===== config.mk =====
export PLATFORM = sky130hd
export DESIGN_NAME = ghost_motion
export DESIGN_NICKNAME = d
export VERILOG_FILES = /design/src/rtl/ghost_motion.sv
export SDC_FILE = /design/constraint.sdc
export NUM_CORES = 1
export LEC_CHECK = 0
export CAP_MARGIN = 20
export CORE_ASPECT_RATIO = 0.8
export CORE_MARGIN = 5
export CORE_UTILIZATION = 30
export DETAILED_ROUTE_END_ITERATION = 6
export PLACE_DENSITY = 0.5
export SKIP_LAST_GASP = 1
export SLEW_MARGIN = 10
export SYNTH_ARGS = -nofsm -noshare
export SYNTH_HDL_FRONTEND = slang
export SYNTH_SLANG_ARGS = --single-unit
export TNS_END_PERCENT = 1

===== constraint.sdc =====
create_clock -name i_clk -period 11.9 [get_ports i_clk]
set_clock_uncertainty 0.15 [all_clocks]
set_input_delay 2.38 -clock i_clk [delete_from_list [all_inputs] [get_ports i_clk]]
set_output_delay 2.38 -clock i_clk [all_outputs]
set_load 0.03 [all_outputs]

===== src/rtl/ghost_motion.sv =====
// ghost_motion: pixel-stepped ghost movement with tunnel wrap and a death/respawn timer.
//
// Ports:
//   i_clk              system clock, rising edge
//   i_rst              synchronous active-low reset
//   i_move_tick        one-cycle step enable; qualifies all motion and the respawn timer
//   i_enable           game running; low freezes motion and the respawn timer
//   i_caught           one-cycle pulse, ghost eaten; only acted on while moving
//   i_move_direction   requested one-hot direction (RIGHT 0001, UP 0010, DOWN 0100, LEFT 1000)
//   i_valid_moves      mask of open directions at the current position, same encoding
//   o_ghost_pos_x      ghost x pixel
//   o_ghost_pos_y      ghost y pixel
//   o_prev_direction   latched direction, 0000 = stopped
//   o_aligned          both coordinates sit on the 16-pixel tile grid
//   o_step_done        high for the cycle following any step
//   o_dead             high while waiting to respawn
module ghost_motion #(
    parameter logic [10:0] HOME_X        = 11'd304,
    parameter logic [9:0]  HOME_Y        = 10'd224,
    parameter logic [10:0] X_MIN         = 11'd0,
    parameter logic [10:0] X_MAX         = 11'd624,
    parameter logic [7:0]  RESPAWN_TICKS = 8'd120
) (
    input  logic        i_clk,
    input  logic        i_rst,
    input  logic        i_move_tick,
    input  logic        i_enable,
    input  logic        i_caught,
    input  logic [3:0]  i_move_direction,
    input  logic [3:0]  i_valid_moves,
    output logic [10:0] o_ghost_pos_x,
    output logic [9:0]  o_ghost_pos_y,
    output logic [3:0]  o_prev_direction,
    output logic        o_aligned,
    output logic        o_step_done,
    output logic        o_dead
);

    localparam logic [3:0] DIR_RIGHT = 4'b0001;
    localparam logic [3:0] DIR_UP    = 4'b0010;
    localparam logic [3:0] DIR_DOWN  = 4'b0100;
    localparam logic [3:0] DIR_LEFT  = 4'b1000;

    typedef enum logic [1:0] {StIdle, StMove, StDead} state_e;

    state_e      r_state, w_state_d;
    logic [10:0] r_x, w_x_d;
    logic [9:0]  r_y, w_y_d;
    logic [3:0]  r_dir, w_dir_d;
    logic [7:0]  r_cnt, w_cnt_d;
    logic        r_step_done, w_step;

    logic        w_aligned;
    logic        w_req_onehot;
    logic        w_req_accept;
    logic [3:0]  w_dir_sel;

    assign w_aligned    = (r_x[3:0] == 4'd0) && (r_y[3:0] == 4'd0);
    assign w_req_onehot = (i_move_direction != 4'd0)
                        && ((i_move_direction & (i_move_direction - 4'd1)) == 4'd0);
    assign w_req_accept = w_req_onehot && ((i_move_direction & i_valid_moves) != 4'd0);

    // Direction to travel this tick: new requests and wall checks only count on the grid;
    // between tiles the ghost keeps going the way it was already heading.
    always_comb begin
        w_dir_sel = r_dir;
        if (w_aligned) begin
            if (w_req_accept) begin
                w_dir_sel = i_move_direction;
            end else if ((r_dir & i_valid_moves) == 4'd0) begin
                w_dir_sel = 4'd0;
            end
        end
    end

    always_comb begin
        w_state_d = r_state;
        w_x_d     = r_x;
        w_y_d     = r_y;
        w_dir_d   = r_dir;
        w_cnt_d   = r_cnt;
        w_step    = 1'b0;
        case (r_state)
            StIdle: begin
                w_x_d   = HOME_X;
                w_y_d   = HOME_Y;
                w_dir_d = 4'd0;
                if (i_enable) w_state_d = StMove;
            end
            StMove: begin
                if (i_caught) begin
                    // Caught wins over a coincident step; the home jump is not a step.
                    w_state_d = StDead;
                    w_x_d     = HOME_X;
                    w_y_d     = HOME_Y;
                    w_dir_d   = 4'd0;
                    w_cnt_d   = 8'd0;
                end else if (i_move_tick && i_enable) begin
                    w_dir_d = w_dir_sel;
                    case (w_dir_sel)
                        DIR_RIGHT: begin
                            w_x_d  = (r_x == X_MAX) ? X_MIN : r_x + 11'd1;
                            w_step = 1'b1;
                        end
                        DIR_LEFT: begin
                            w_x_d  = (r_x == X_MIN) ? X_MAX : r_x - 11'd1;
                            w_step = 1'b1;
                        end
                        DIR_UP: begin
                            // Screen edges in y are hard stops, not tunnels.
                            if (r_y == 10'd0) begin
                                w_dir_d = 4'd0;
                            end else begin
                                w_y_d  = r_y - 10'd1;
                                w_step = 1'b1;
                            end
                        end
                        DIR_DOWN: begin
                            if (r_y == 10'd1023) begin
                                w_dir_d = 4'd0;
                            end else begin
                                w_y_d  = r_y + 10'd1;
                                w_step = 1'b1;
                            end
                        end
                        default: w_dir_d = 4'd0;
                    endcase
                end
            end
            StDead: begin
                if (i_move_tick && i_enable) begin
                    if (r_cnt == RESPAWN_TICKS - 8'd1) begin
                        w_state_d = StMove;
                    end else begin
                        w_cnt_d = r_cnt + 8'd1;
                    end
                end
            end
            default: w_state_d = StIdle;
        endcase
    end

    always_ff @(posedge i_clk) begin
        if (!i_rst) begin
            r_state     <= StIdle;
            r_x         <= HOME_X;
            r_y         <= HOME_Y;
            r_dir       <= 4'd0;
            r_cnt       <= 8'd0;
            r_step_done <= 1'b0;
        end else begin
            r_state     <= w_state_d;
            r_x         <= w_x_d;
            r_y         <= w_y_d;
            r_dir       <= w_dir_d;
            r_cnt       <= w_cnt_d;
            r_step_done <= w_step;
        end
    end

    assign o_ghost_pos_x    = r_x;
    assign o_ghost_pos_y    = r_y;
    assign o_prev_direction = r_dir;
    assign o_aligned        = w_aligned;
    assign o_step_done      = r_step_done;
    assign o_dead           = (r_state == StDead);

endmodule

; Word-level counts from Yosys, hierarchy flattened
; Index checks and enable logic that the tools add are counted.
[totals]
in_bits = 13
word_cells = 92
output_inout_bits = 28
reg_bits = 36
[classes]
add_sub_neg = 6
mux = 33
n_reduce_logical = 22
bitwise_logic = 6
eq_ne = 19
[ops]
columns = operator, count
row1 = two-way mux 11 bit, 4
row2 = one-hot mux 11 bit (2 select lines), 2
row3 = two-way mux 10 bit, 4
row4 = one-hot mux 10 bit (2 select lines), 2
row5 = two-way mux 4 bit, 7
row6 = two-way mux 8 bit, 3
row7 = logical NOT 4 bit, 4
row8 = one-hot mux 8 bit (2 select lines), 1
row9 = AND 4 bit, 3
row10 = one-hot mux 4 bit (3 select lines), 1
row11 = "adder 11 x 1 -> 11 bit, second input constant", 1
row12 = "== test 11 x 10 -> 1 bit, second input constant", 1
row13 = logical NOT 11 bit, 1
row14 = "subtractor 11 x 1 -> 11 bit, second input constant", 1
row15 = "adder 10 x 1 -> 10 bit, second input constant", 1
row16 = "== test 10 bit, second input constant", 1
row17 = logical NOT 10 bit, 1
row18 = "subtractor 10 x 1 -> 10 bit, second input constant", 1
row19 = "adder 8 x 1 -> 8 bit, second input constant", 1
row20 = "== test 8 x 7 -> 1 bit, second input constant", 1
row21 = two-way mux 2 bit, 4
row22 = "!= test 4 bit, second input constant", 2
row23 = one-hot mux 4 bit (2 select lines), 1
row24 = AND reduction 4 bit, 2
row25 = 25 further kinds, 36

; Longest topological paths before layout
[depth]
word_depth = 13
depth_mapped = 16
depth_no_buf = 15

; Worst setup path before layout
; Ideal clock, no wire load.
[synth_timing]
path_kind = input to register
start = input i_move_direction[2]
end = register r_y[9], in the netlist o_ghost_pos_y[9]
n_path_buf = 1
cell_stages = 14
setup_ns = 0.063
required_time_ns = 11.687
path_slack_ns = 6.374
arrival_time_ns = 5.313
cell_sequence = buf_2 -> nor4b_2 -> a211oi_4 -> nor2_8 -> mux2i_2 -> inv_2 -> ha_1 -> a21oi_1 -> o211ai_1 -> o41ai_1 -> o21ai_0 -> xnor2_1 -> or4_1 -> nand3_1
[synth_via]
elab_chain_cells = 12
elab_cells_between_ends = 20
cone_classes = add/sub (1) / eq/ne (5) / mux (6) / bitwise (2) / reduce/logical (6)
[synth_rtl]
columns = item, line_no
row1 = "start, declared", 29  ; input logic [3:0] i_move_direction,
row2 = subtractor 4 x 1 -> 4 bit, 60  ; && ((i_move_direction & (i_move_direction - 4'd1)) == 4'd0);
row3 = AND 4 bit, 60
row4 = logical NOT 4 bit, 60
row5 = logical AND 1 bit, 60
row6 = logical AND 1 bit, 61  ; assign w_req_accept = w_req_onehot && ((i_move_direction & i_valid_moves) != 4'd0);
row7 = two-way mux 4 bit (*), 68  ; if (w_req_accept) begin
row8 = two-way mux 4 bit (*), 67  ; if (w_aligned) begin
row9 = == test 4 x 3 -> 1 bit / == test 4 x 2 -> 1 bit (equally long branches), 100  ; case (w_dir_sel)
row10 = one-hot mux 10 bit (2 select lines), 100
row11 = two-way mux 10 bit, 98  ; end else if (i_move_tick && i_enable) begin
row12 = two-way mux 10 bit, 91  ; if (i_caught) begin
row13 = one-hot mux 10 bit (2 select lines), 83  ; case (r_state)
row14 = "end signal, assigned", 154  ; r_y <= w_y_d;
row15 = "end, declared", 48  ; logic [9:0] r_y, w_y_d;
; Every way passes the cells marked *; elsewhere a longest branch is shown, timed or not. The select of a mux whose other input is x is not followed.
; A chain may end at the register's enable or synchronous reset.

; Worst setup path after layout
[layout_timing]
start = input i_move_direction[3]
end = register r_y[9], in the netlist o_ghost_pos_y[9]
; Same word-level chain as after synthesis.

==> results.ini <==
[outcome]
outcome=finished clean

[route]
drc=0
wl_per_cell_um=16.0
route.antenna.remaining_nets=0
num_vias=2607
via_per_inst=5.48
wl_um=7610
dr.pass1.iters=4
first_iter_violations=180

[hold_path]
hp-class=register to register

[yosys]
muxShareOfSynthArea_pct=4.55
synth_simple_gate_area_share_pct=27.9
yosys_register_bits=36
yosys_most_used_dff=dfxtp_1
synth_top_cell_area_share_pct=26.2
synth_area_leaders=dfxtp_1 (26%), ha_1 (5.0%), nand2_1 (4.9%), xnor2_1 (3.8%), mux2i_1 (3.6%)
synth.net_count=353
synth-seq-area-share_pct=26.2
ys_warn_count=0
synth_top_family_by_area=simple AND/OR/NAND/NOR gates
synthArstFlopShare_pct=0
syn_area_per_cell_um2=8.38
synthTopCellsByCount=dfxtp_1 (36), nand2_1 (36), nor2_1 (19)
synth-adder-area-share_pct=5.74
yosys.area.top_type=dfxtp_1
synth_compound_area_share_pct=24.2
synth.distinct_cells=80
synthCells=328
synth_xor_area_share_pct=6.01
synth_edf_count=0
synth_area_um2=2750

[setup_path]
crit_fanout=10
arrival_ps=6250
endpoint_kind=register
required_ps=11970
critical_path_class=input pin to register
critPathLaunchType=input pin

[cells_and_area]
area_delta_synth_final_pct=22.3
diodes=0
final_cells=476
fillers=955
nets=386
drive_gt1_share_pct=9.14

[sta]
worst_slack_ps=5720
fin_crit_ps=6180
relSlewSlack_pct=51.2
maxSlewViolCount=0
fmax_mhz=162
worst_slew_pin_slew_ps=722
setup_viol=0
rsz0062_at_grt=false
finalSetupTns_ps=0
hold_viol_final=0
period_share_pct=52.0

[clock_network]
clock-root-buffer=clkbuf_16
cts_resized=0
cts_tree=yes
clockBufferDepth=2
cts_buffers=5
clk_latency_ps=280
path_clk_slew_ps=60
cts.sink_count=36
htree_levels=2
post_cts_buffers=0
ctsHoldBuffers=0

[floorplan]
initial_core_util_pct=30.5
rows=31
die_area_um2=11200
die_y_um=95.6
die_w_um=117
ioPinCount=41
core_area_um2=9000

[placed_design]
place_inst=469
dp_hpwl_um=5650
numPortBuffers=40
pre_cts_ws_ps=5470
gp_congestion=0.843

[global_route]
grtUsageTotal_pct=13.9
grt_pass1_wl_um=12400
grt_max_degree=29
grt_antenna_before_repair=0
global_route.overflow_total=0
grt_pass1_vias=2362

[power]
ir_drop_mv=0.0526
p_leak_nw=1.17
p_total_uw=318
cellPowerDensity_nw_per_um2=94.6

[job]
max_cap_viol_count=0

==> through the flow <==
step / hold WS (ps) / util [%] / cell area (um2)
finish: 360 / 37.4 / 3360
global route: 389 / 37.4 / 3360
CTS: 360 / 37.4 / 3360
detailed placement: 350 / 35.7 / 3210
global placement: 330 / 35.7 / 3210
floorplan: 308 / - / 2750
==> kinds of logic (layout without fill, tap and decap cells) <==
family,count (synthesis),in the layout
flops,36,36
buf+inv,29,62
compound gates,84,84
simple gates,137,137
fa+ha+maj,12,12
mux,12,12
xor+xnor,18,18
==> power by group <==
part,leakage (nW),internal (mW),switching (mW)
Clock,0.0760,0.0879,0.0504
Sequential,0.291,0.122,0.00259
Combinational,0.800,0.0231,0.0321
==> path summary, 6_finish.rpt <==
kind / startpoint / end / slack [ps] / cells after the start
max: i_move_direction[3] / o_ghost_pos_y[9] / 5720 / 14
min: r_cnt[6] / r_cnt[6] / 360 / 2
max reg2reg: o_ghost_pos_x[1] / o_ghost_pos_y[9] / 7690 / 15
min reg2reg: r_cnt[6] / r_cnt[6] / 360 / 2
==> critical path: stages <==
cell	delay [ps]
clkdlybuf4s50_1	570
nor4b_2	520
a211oi_4	120
nor2_8	170
mux2i_2	350
inv_2	180
ha_1	300
a21oi_1	210
o211ai_1	160
o41ai_1	440
o21ai_0	200
xnor2_1	160
or4_1	400
nand3_1	90
==> cell usage in the layout, fill, tap and decap left out, types with 4 or more instances in the layout <==
master and n:
or3_1 11, dfxtp_1 36, nor2b_1 5, xor2_1 5, nor3_1 10, a21oi_1 15, nand4_1 5, a22o_1 5
nor2_1 19, o21ai_0 9, nand2_1 36, mux2i_1 10, clkdlybuf4s50_1 40, and3_1 4, clkbuf_16 5, and2_1 5
a21o_1 4, ha_1 11, inv_1 12, nand3_1 14, o31ai_1 5, xnor2_1 12, nor4_1 4
==> per-layer routing <==
metal | vias to the layer above | track usage [%] | share of wire, %
met5 | - | 0 | 0
met3 | 7 | 2.73 | 5.3
met1 | 1242 | 22.2 | 55
li1 | 1288 | - | -
met2 | 70 | 18.4 | 39
met4 | 0 | 3.82 | 0.92
==> area by class of cell <==
class / instances / area (um2) / area share, %
Clock buffer: 7 / 153 / 4.54
Inverter: 13 / 48.8 / 1.45
Multi-Input combinational cell: 263 / 1880 / 56.0
Sequential cell: 36 / 721 / 21.4
Tap cell: 115 / 144 / 4.28
Timing Repair Buffer: 42 / 415 / 12.4
==> state kept, by name, indices dropped and copies added (netlist names) <==
name	cells
r_state	2
o_prev_direction	4
o_ghost_pos_x	11
r_cnt	8
o_step_done	1
o_ghost_pos_y	10
No activity file was read; power rests on OpenSTA's default activity.
